### src/rtl/arm_pipe_pkg.sv
// Shared types and constants for the ARM pipeline control slice.
package arm_pipe_pkg;

    localparam int REG_IDX_W = 4;
    localparam int CNT_W_DEF = 16;

    typedef enum logic {
        RUN      = 1'b0,
        MEM_WAIT = 1'b1
    } pipe_state_e;

    // Saturation value of a w-bit counter; wraps to all-ones correctly for w up to 32.
    function automatic int unsigned cnt_sat(input int unsigned w);
        return (32'd1 << w) - 32'd1;
    endfunction

endpackage

### src/rtl/hazard_detect.sv
// RAW hazard detection between the ID sources and the EXE/MEM destinations.
// Purely combinational; with forwarding only a load in EXE can cause a stall.
module hazard_detect
    import arm_pipe_pkg::*;
(
    input  logic                 forward_en_i,
    input  logic [REG_IDX_W-1:0] id_src1_i,
    input  logic [REG_IDX_W-1:0] id_src2_i,
    input  logic                 id_two_src_i,
    input  logic [REG_IDX_W-1:0] exe_dest_i,
    input  logic                 exe_wb_en_i,
    input  logic                 exe_mem_r_en_i,
    input  logic [REG_IDX_W-1:0] mem_dest_i,
    input  logic                 mem_wb_en_i,
    output logic                 raw_o
);

    logic e1, e2, m1, m2;

    assign e1 = exe_wb_en_i & (exe_dest_i == id_src1_i);
    assign e2 = exe_wb_en_i & id_two_src_i & (exe_dest_i == id_src2_i);
    assign m1 = mem_wb_en_i & (mem_dest_i == id_src1_i);
    assign m2 = mem_wb_en_i & id_two_src_i & (mem_dest_i == id_src2_i);

    assign raw_o = forward_en_i ? (exe_mem_r_en_i & (e1 | e2)) : (e1 | e2 | m1 | m2);

endmodule

### src/rtl/pipeline_ctrl.sv
// Stall/flush sequencer: data-hazard bubbles, branch flushes, whole-pipe freeze on SRAM wait.
// Control outputs are Mealy from state and inputs; counters and timeout flag are registered.
module pipeline_ctrl
    import arm_pipe_pkg::*;
#(
    parameter int CNT_W       = CNT_W_DEF,
    parameter int MEM_TIMEOUT = 64
) (
    input  logic                 clk,
    input  logic                 rst,
    input  logic                 forward_en,
    input  logic [REG_IDX_W-1:0] id_src1,
    input  logic [REG_IDX_W-1:0] id_src2,
    input  logic                 id_two_src,
    input  logic [REG_IDX_W-1:0] exe_dest,
    input  logic                 exe_wb_en,
    input  logic                 exe_mem_r_en,
    input  logic [REG_IDX_W-1:0] mem_dest,
    input  logic                 mem_wb_en,
    input  logic                 branch_taken,
    input  logic                 mem_req,
    input  logic                 mem_ready,
    input  logic                 cnt_clr,
    output logic                 hazard_out,
    output logic                 freeze_if,
    output logic                 flush_if_id,
    output logic                 flush_id_exe,
    output logic                 freeze_pipe,
    output logic                 mem_timeout,
    output logic [CNT_W-1:0]     stall_cnt,
    output logic [CNT_W-1:0]     flush_cnt,
    output logic [CNT_W-1:0]     memwait_cnt
);

    localparam int WAIT_W = $clog2(MEM_TIMEOUT + 1);
    localparam logic [WAIT_W-1:0] WAIT_LAST = WAIT_W'(MEM_TIMEOUT - 1);
    localparam logic [CNT_W-1:0]  CNT_MAX   = CNT_W'(cnt_sat(CNT_W));

    pipe_state_e       state_q, state_d;
    logic [WAIT_W-1:0] wait_q, wait_d;
    logic              timeout_q, timeout_d;
    logic [CNT_W-1:0]  stall_q, stall_d, flush_q, flush_d, memwait_q, memwait_d;
    logic              raw, hazard_c, flush_c, freeze_c;

    hazard_detect u_hazard_detect (
        .forward_en_i   (forward_en),
        .id_src1_i      (id_src1),
        .id_src2_i      (id_src2),
        .id_two_src_i   (id_two_src),
        .exe_dest_i     (exe_dest),
        .exe_wb_en_i    (exe_wb_en),
        .exe_mem_r_en_i (exe_mem_r_en),
        .mem_dest_i     (mem_dest),
        .mem_wb_en_i    (mem_wb_en),
        .raw_o          (raw)
    );

    // Memory wait dominates; the ready cycle out of MEM_WAIT behaves like RUN.
    always_comb begin
        state_d  = state_q;
        hazard_c = 1'b0;
        flush_c  = 1'b0;
        freeze_c = 1'b0;
        if ((state_q == RUN) && mem_req && !mem_ready) begin
            freeze_c = 1'b1;
            state_d  = MEM_WAIT;
        end else if ((state_q == MEM_WAIT) && !mem_ready) begin
            freeze_c = 1'b1;
        end else begin
            state_d = RUN;
            if (branch_taken) begin
                flush_c = 1'b1;
            end else if (raw) begin
                hazard_c = 1'b1;
            end
        end
    end

    // Wait counter spans every frozen cycle, the entry cycle included.
    always_comb begin
        wait_d    = '0;
        timeout_d = timeout_q;
        if (freeze_c) begin
            if (wait_q == WAIT_LAST) begin
                timeout_d = 1'b1;
            end else begin
                wait_d = wait_q + 1'b1;
            end
        end
        stall_d   = (hazard_c && stall_q   != CNT_MAX) ? stall_q   + 1'b1 : stall_q;
        flush_d   = (flush_c  && flush_q   != CNT_MAX) ? flush_q   + 1'b1 : flush_q;
        memwait_d = (freeze_c && memwait_q != CNT_MAX) ? memwait_q + 1'b1 : memwait_q;
        if (cnt_clr) begin
            timeout_d = 1'b0;
            stall_d   = '0;
            flush_d   = '0;
            memwait_d = '0;
        end
    end

    always_ff @(posedge clk or negedge rst) begin
        if (!rst) begin
            state_q   <= RUN;
            wait_q    <= '0;
            timeout_q <= 1'b0;
            stall_q   <= '0;
            flush_q   <= '0;
            memwait_q <= '0;
        end else begin
            state_q   <= state_d;
            wait_q    <= wait_d;
            timeout_q <= timeout_d;
            stall_q   <= stall_d;
            flush_q   <= flush_d;
            memwait_q <= memwait_d;
        end
    end

    assign hazard_out   = rst & hazard_c;
    assign freeze_if    = rst & hazard_c;
    assign flush_if_id  = rst & flush_c;
    assign flush_id_exe = rst & flush_c;
    assign freeze_pipe  = rst & freeze_c;
    assign mem_timeout  = timeout_q;
    assign stall_cnt    = stall_q;
    assign flush_cnt    = flush_q;
    assign memwait_cnt  = memwait_q;

endmodule

### config.mk
export PLATFORM = sky130hd
export DESIGN_NAME = pipeline_ctrl
export DESIGN_NICKNAME = d
export VERILOG_FILES = /design/src/rtl/arm_pipe_pkg.sv /design/src/rtl/hazard_detect.sv /design/src/rtl/pipeline_ctrl.sv
export SDC_FILE = /design/constraint.sdc
export NUM_CORES = 1
export LEC_CHECK = 0
export ABC_CLOCK_PERIOD_IN_PS = 5350
export CAP_MARGIN = 20
export CORE_UTILIZATION = 36
export CTS_CLUSTER_SIZE = 20
export DETAILED_ROUTE_END_ITERATION = 8
export DONT_BUFFER_PORTS = 1
export SYNTH_ARGS = -nofsm -noshare
export SYNTH_HDL_FRONTEND = slang
export SYNTH_SLANG_ARGS = --single-unit
export TNS_END_PERCENT = 1
### constraint.sdc
create_clock -name clk -period 5.35 [get_ports clk]
set_input_delay 1.07 -clock clk [delete_from_list [all_inputs] [get_ports clk]]
set_output_delay 1.07 -clock clk [all_outputs]
set_load 0.01 [all_outputs]
==> flow_summary.yaml, run 1 <==
outcome:
  status: "finished clean"
layout:
  final_cell_area_sq_um: 3460
  stdcell_count: 452
  diodes: 0
  fillCellCount: 851
  final_nets: 374
  drive_gt1_frac: 0.0865
  syn_to_final_growth_pct: 8.72
setup_path:
  crit_arrival_ns: 2.51
  cp.buffers_inverters: 1
  cp-end-kind: "output port"
  slowest_delay_ns: 0.56
  critPathKind: "input pin to output port"
  cp_slowest_cell: "nor3_1"
  crit_path_max_fanout: 20
  crit_required_ns: 4.28
  start_kind: "input pin"
  crit_path_cell_trace: "xor2_1 -> o41ai_1 -> a32oi_1 -> buf_4 -> nor3_1"
  cp_top_family: "simple AND/OR/NAND/NOR gates"
routing:
  ant_nets: 0
  firstDrtPassIters: 4
  drc: 0
  routed_wl_mm: 7.04
  wl_met1_mm: 3.10
  viasPerCell: 5.55
  wl_met3_um: 486
  vias: 2509
  top_layer_used: "met4"
  drtIter0Drc: 80
  routedWlPerCell_um: 15.6
  dr_wl_met2_mm: 3.35
timing:
  drv_slew: 0
  max_freq_mhz: 279
  totalNegativeSetupSlack_ns: 0
  rsz0062_at_grt: "no"
  maxSlewHeadroom: 0.460
  period_share: 0.669
  skew_ns: 0.0154
  min_period_ns: 3.58
  worst_pin_slew_ns: 0.808
  finalSetupViolCount: 0
  hold_viol: 0
place:
  place.gp.congestion: 0.756
  placed_area_sq_um: 3250
  portBuffers: 0
  placed_cells: 437
  hpwl_mm: 4.74
floorplan:
  start_util: 0.380
  pin_count: 81
  die-area_sq_um: 9230
  fp-row-count: 33
  coreArea_sq_um: 8380
  die_w_um: 96.1
  die_h_um: 96.1
power_and_ir_drop:
  leakagePower_uw: 0.00138
  power_density_nw_per_um2: 264
  power_uw: 915
  ir_drop_uv: 97.8
logic_synthesis:
  synth_top_area_frac: 0.448
  yosys_warnings: 0
  synth_area_leaders: "dfrtp_1, nor2_1, xnor2_1"
  ys_seq_area_frac: 0.448
  syn_nets: 378
  synth_area_leader_cell: "dfrtp_1"
  synthArstFlopShare: 1.00
  syn_area_sq_um: 3190
  synth-seq-cells: 57
  avgSynthCellArea_sq_um: 9.18
  synth_cell_type_count: 41
  ys.flop_type: "dfrtp_1"
  synth-edff-count: 0
  synthCells: 347
clock_network:
  post_cts_buffers: 0
  cts_root_buffer: "clkbuf_8"
  clock-sinks: 57
  cts_hold_buf: 0
  path_clk_slew_ns: 0.06
  cts_tree: "done"
  cts_buffers: 9
  post_cts_resized: 0
  htreeDepth: 3
  ctsLongestPathBuffers: 2
  clk_latency_ns: 0.34
job:
  max-cap-violations: 0
global_route:
  antenna_found_initial: 0
  grt_overflow: 0
  grt_max_degree: 62
  grt_pass1_wl_mm: 11.4
  grt_pass1_vias: 2487
  grt.total_usage: 0.162
min_path:
  min-delay-path-class: "input pin to async pin"
## where the power goes
group / internal [uW] / leakage [uW] / total, uW / switching, uW
Sequential: 436 / 0.000791 / 443 / 6.99
Combinational: 18.0 / 0.000480 / 38.1 / 20.1
Clock: 263 / 0.000112 / 434 / 171
## flip-flops by register name, summed over array words and instances (netlist names)
register / count
wait_q: 7
mem_timeout: 1
flush_cnt: 16
state_q: 1
stall_cnt: 16
memwait_cnt: 16
## worst paths after layout
kind	startpoint	endpoint	slack (ns)	cells after the start
setup reg to reg	state_q	stall_cnt[13]	2.71	6
hold / removal	rst	memwait_cnt[0]	0.43	0
max in group asynchronous	rst	mem_timeout	4.76	0
min in group clk	wait_q[0]	wait_q[0]	0.48	1
setup / recovery	id_src2[1]	freeze_if	1.77	5
hold reg to reg	wait_q[0]	wait_q[0]	0.48	1
## Yosys cell counts (5+ instances only)
cell type,count
xnor2_1,21
mux2_2,11
inv_1,7
xor2_1,16
clkbuf_1,13
nand4_1,14
nor2_1,54
o21ai_0,9
and3_1,8
nand3_1,19
or3_1,5
a21oi_1,11
nor4_1,8
dfrtp_1,57
nor2b_1,10
nand2_1,24
nor3_1,12
## cell usage in the layout, fill, tap and decap left out, types with 4 or more instances in the layout
cell	n
dfrtp_1	57
nor2_1	54
nand2_1	24
xnor2_1	21
nand3_1	19
xor2_1	16
nand4_1	14
clkbuf_8	13
nor3_1	12
a21oi_1	11
mux2_2	11
nor2b_1	10
o21ai_0	9
and3_1	8
nor4_1	8
inv_1	7
or3_1	5
and4_1	4
nor4b_1	4
a31oi_1	4
or4_1	4
ha_1	4
## cell type report
class                   instances  area [sq um]  area share
multi-input cells             267          1660       0.479
inverters                       7          26.3     0.00758
well taps                     105           131      0.0379
repair buffers                  1          7.51     0.00217
clock buffers                  13           179      0.0516
flip-flops and latches         57          1430       0.412
clock inverters                 2          35.0      0.0101
## through the flow
stage	utilization	hold slack, ns	setup slack (ns)
2_1_floorplan	-	0.432	1.84
3_3_place_gp	0.388	0.451	1.81
3_5_place_dp	0.388	0.473	1.76
4_1_cts	0.413	0.402	1.75
5_1_grt	0.413	0.397	1.60
6_report	0.413	0.432	1.77
## routing by layer
layer  global-route usage  up-vias
met1                0.181     1213
met3               0.0506        9
li1                     -     1219
met2                0.280       68
met5                    0        -
met4               0.0759        0
## cell families (layout without fill, tap and decap cells)
kind of cell,count (synthesis),after routing,share of synthesized area
compound gates,37,37,0.0738
xor+xnor,37,37,0.102
fa+ha+maj,4,4,0.0157
buf+inv,23,23,0.0318
flops,57,57,0.448
mux,13,13,0.0452
simple gates,176,176,0.284
(Power assumes the default switching activity.)
==> inputs of run 2 (changes only) <==
--- a/config.mk
+++ b/config.mk
@@ -5,7 +5,7 @@
 export SDC_FILE = /design/constraint.sdc
 export NUM_CORES = 1
 export LEC_CHECK = 0
-export ABC_CLOCK_PERIOD_IN_PS = 5350
+export ABC_CLOCK_PERIOD_IN_PS = 3100
 export CAP_MARGIN = 20
 export CORE_UTILIZATION = 36
 export CTS_CLUSTER_SIZE = 20
==> constraint.sdc (replaced) <==
create_clock -name clk -period 3.1 [get_ports clk]
set_input_delay 0.62 -clock clk [delete_from_list [all_inputs] [get_ports clk]]
set_output_delay 0.62 -clock clk [all_outputs]
set_load 0.01 [all_outputs]
==> run 2 against run 1 <==
Net effect: sequential share of layout area is 0.67 points lower; clock skew is 0.0060 ns lower; sequential power grew 72%; routed wire length increased by 0.47%; sequential cell count is the same; worst hold slack worse by 0.28 ns; register-to-register slack lost 2.1 ns; global-route usage grew 0.22 points; combinational power increased by 130%; setup slack worse by 1.2 ns; critical path depth grew 1; clock-buffer cell count unchanged; critical endpoint is now stall_cnt[13]; highest routed layer unchanged.
==> flow_summary.yaml, run 2 (synthesis results as in run 1) <==
routing:
  drc: 0
  ant_nets: 0
  routedWlPerCell_um: 15.5
  routed_wl_mm: 7.08
  vias: 2520
  viasPerCell: 5.51
  drtIter0Drc: 80
  firstDrtPassIters: 4
power_and_ir_drop:
  ir_drop_uv: 167
  leakagePower_uw: 0.00142
  power_density_nw_per_um2: 453
floorplan:
  start_util: 0.380
  die_w_um: 96.1
  fp-row-count: 33
  coreArea_sq_um: 8380
  die-area_sq_um: 9230
  die_h_um: 96.1
  pin_count: 81
clock_network:
  cts_tree: "done"
  cts_root_buffer: "clkbuf_8"
  ctsLongestPathBuffers: 2
  post_cts_resized: 0
  clk_latency_ns: 0.33
  path_clk_slew_ns: 0.07
  clock-sinks: 57
  cts_buffers: 9
  htreeDepth: 3
place:
  place.gp.congestion: 0.755
  portBuffers: 0
  hpwl_mm: 4.77
layout:
  final_common_cell: "dfrtp_1"
  diodes: 0
  final_nets: 379
  fillCellCount: 847
  final_cell_mix: "dfrtp_1, nor2_1, nand2_1"
  multi_input_area_sq_um: 1660
  regArea_sq_um: 1430
  drive_gt1_frac: 0.0994
  syn_to_final_growth_pct: 10.5
  utilization: 0.420
outcome:
  status: "finished clean"
global_route:
  grt_max_degree: 62
  grt_pass1_vias: 2525
  grt_overflow: 0
  antenna_found_initial: 0
  grt_pass1_wl_mm: 11.5
  grt.total_usage: 0.164
setup_path:
  cp_num_cells: 6
  crit_path_cell_trace: "ha_1 -> and4_4 -> a41o_1 -> or2_1 -> nor4b_1 -> mux2_2"
  cp.buffers_inverters: 0
  cp_top_family: "simple AND/OR/NAND/NOR gates"
  crit_arrival_ns: 2.70
  crit_required_ns: 3.32
  crit_path_max_fanout: 11
  start_kind: "flop"
  slowest_delay_ns: 0.44
  cp-end-kind: "flop"
  cp_slowest_cell: "dfrtp_1"
  reg2reg_depth: 6
  critPathKind: "flop to flop"
timing:
  totalNegativeSetupSlack_ns: 0
  rsz0062_at_grt: "no"
  finalSetupViolCount: 0
  min_period_ns: 2.48
  max_freq_mhz: 402
  maxSlewHeadroom: 0.662
  period_share: 0.801
  skew_ns: 0.00937
  drv_slew: 0
  hold_viol: 0
  worst_pin_slew_ns: 0.502
job:
  max-cap-violations: 0
min_path:
  min-delay-path-class: "input pin to async pin"
## run 2: power by group
| part | switching (uW) | leakage, uW | internal [uW] |
|---|---|---|---|
| Combinational | 48.9 | 0.000513 | 37.3 |
| Clock | 292 | 0.000112 | 454 |
| Sequential | 11.8 | 0.000791 | 752 |
| Total | 353 | 0.00142 | 1240 |
## run 2: worst paths after layout
path,from,end,slack [ns]
worst max-delay path,stall_cnt[0],stall_cnt[13],0.62
worst min-delay path,rst,stall_cnt[3],0.15
worst max register to register,stall_cnt[0],stall_cnt[13],0.62
worst min register to register,wait_q[0],wait_q[0],0.46
max in group asynchronous,rst,memwait_cnt[1],2.69
min in group clk,cnt_clr,stall_cnt[14],0.35
## run 2: metrics by stage
step	hold slack (ns)	std cells	worst slack (ns)	total power (uW)	cell area, sq um
after floorplan	0.324	347	0.493	845	3190
after global placement	0.326	441	0.644	844	3280
after detailed placement	0.326	441	0.585	846	3280
after CTS	0.151	457	0.582	1620	3520
after global routing	0.161	457	0.429	1660	3520
final	0.153	457	0.615	1600	3520
## run 2: final cells by class
cell class,count,share of cell area
sequential,57,0.405
multi-input combinational,267,0.471
timing repair buffer,6,0.0185
inverter,7,0.00746
tap,105,0.0373
clock buffer,13,0.0508
clock inverter,2,0.00995
## run 2: per-layer routing
metal | track usage | routed length (um) | part of all wire
met2 | 0.274 | 3310 | 0.47
met1 | 0.196 | 3180 | 0.45
met5 | 0 | 0 | 0
met4 | 0.0684 | 115 | 0.016
met3 | 0.0490 | 471 | 0.067
## run 2: what timing repair did
item / 4_1_cts / 5_1_grt
hold buffers: 1 / 0
setup buffers: 0 / 0
endpoints found under the hold margin: 57 / 0
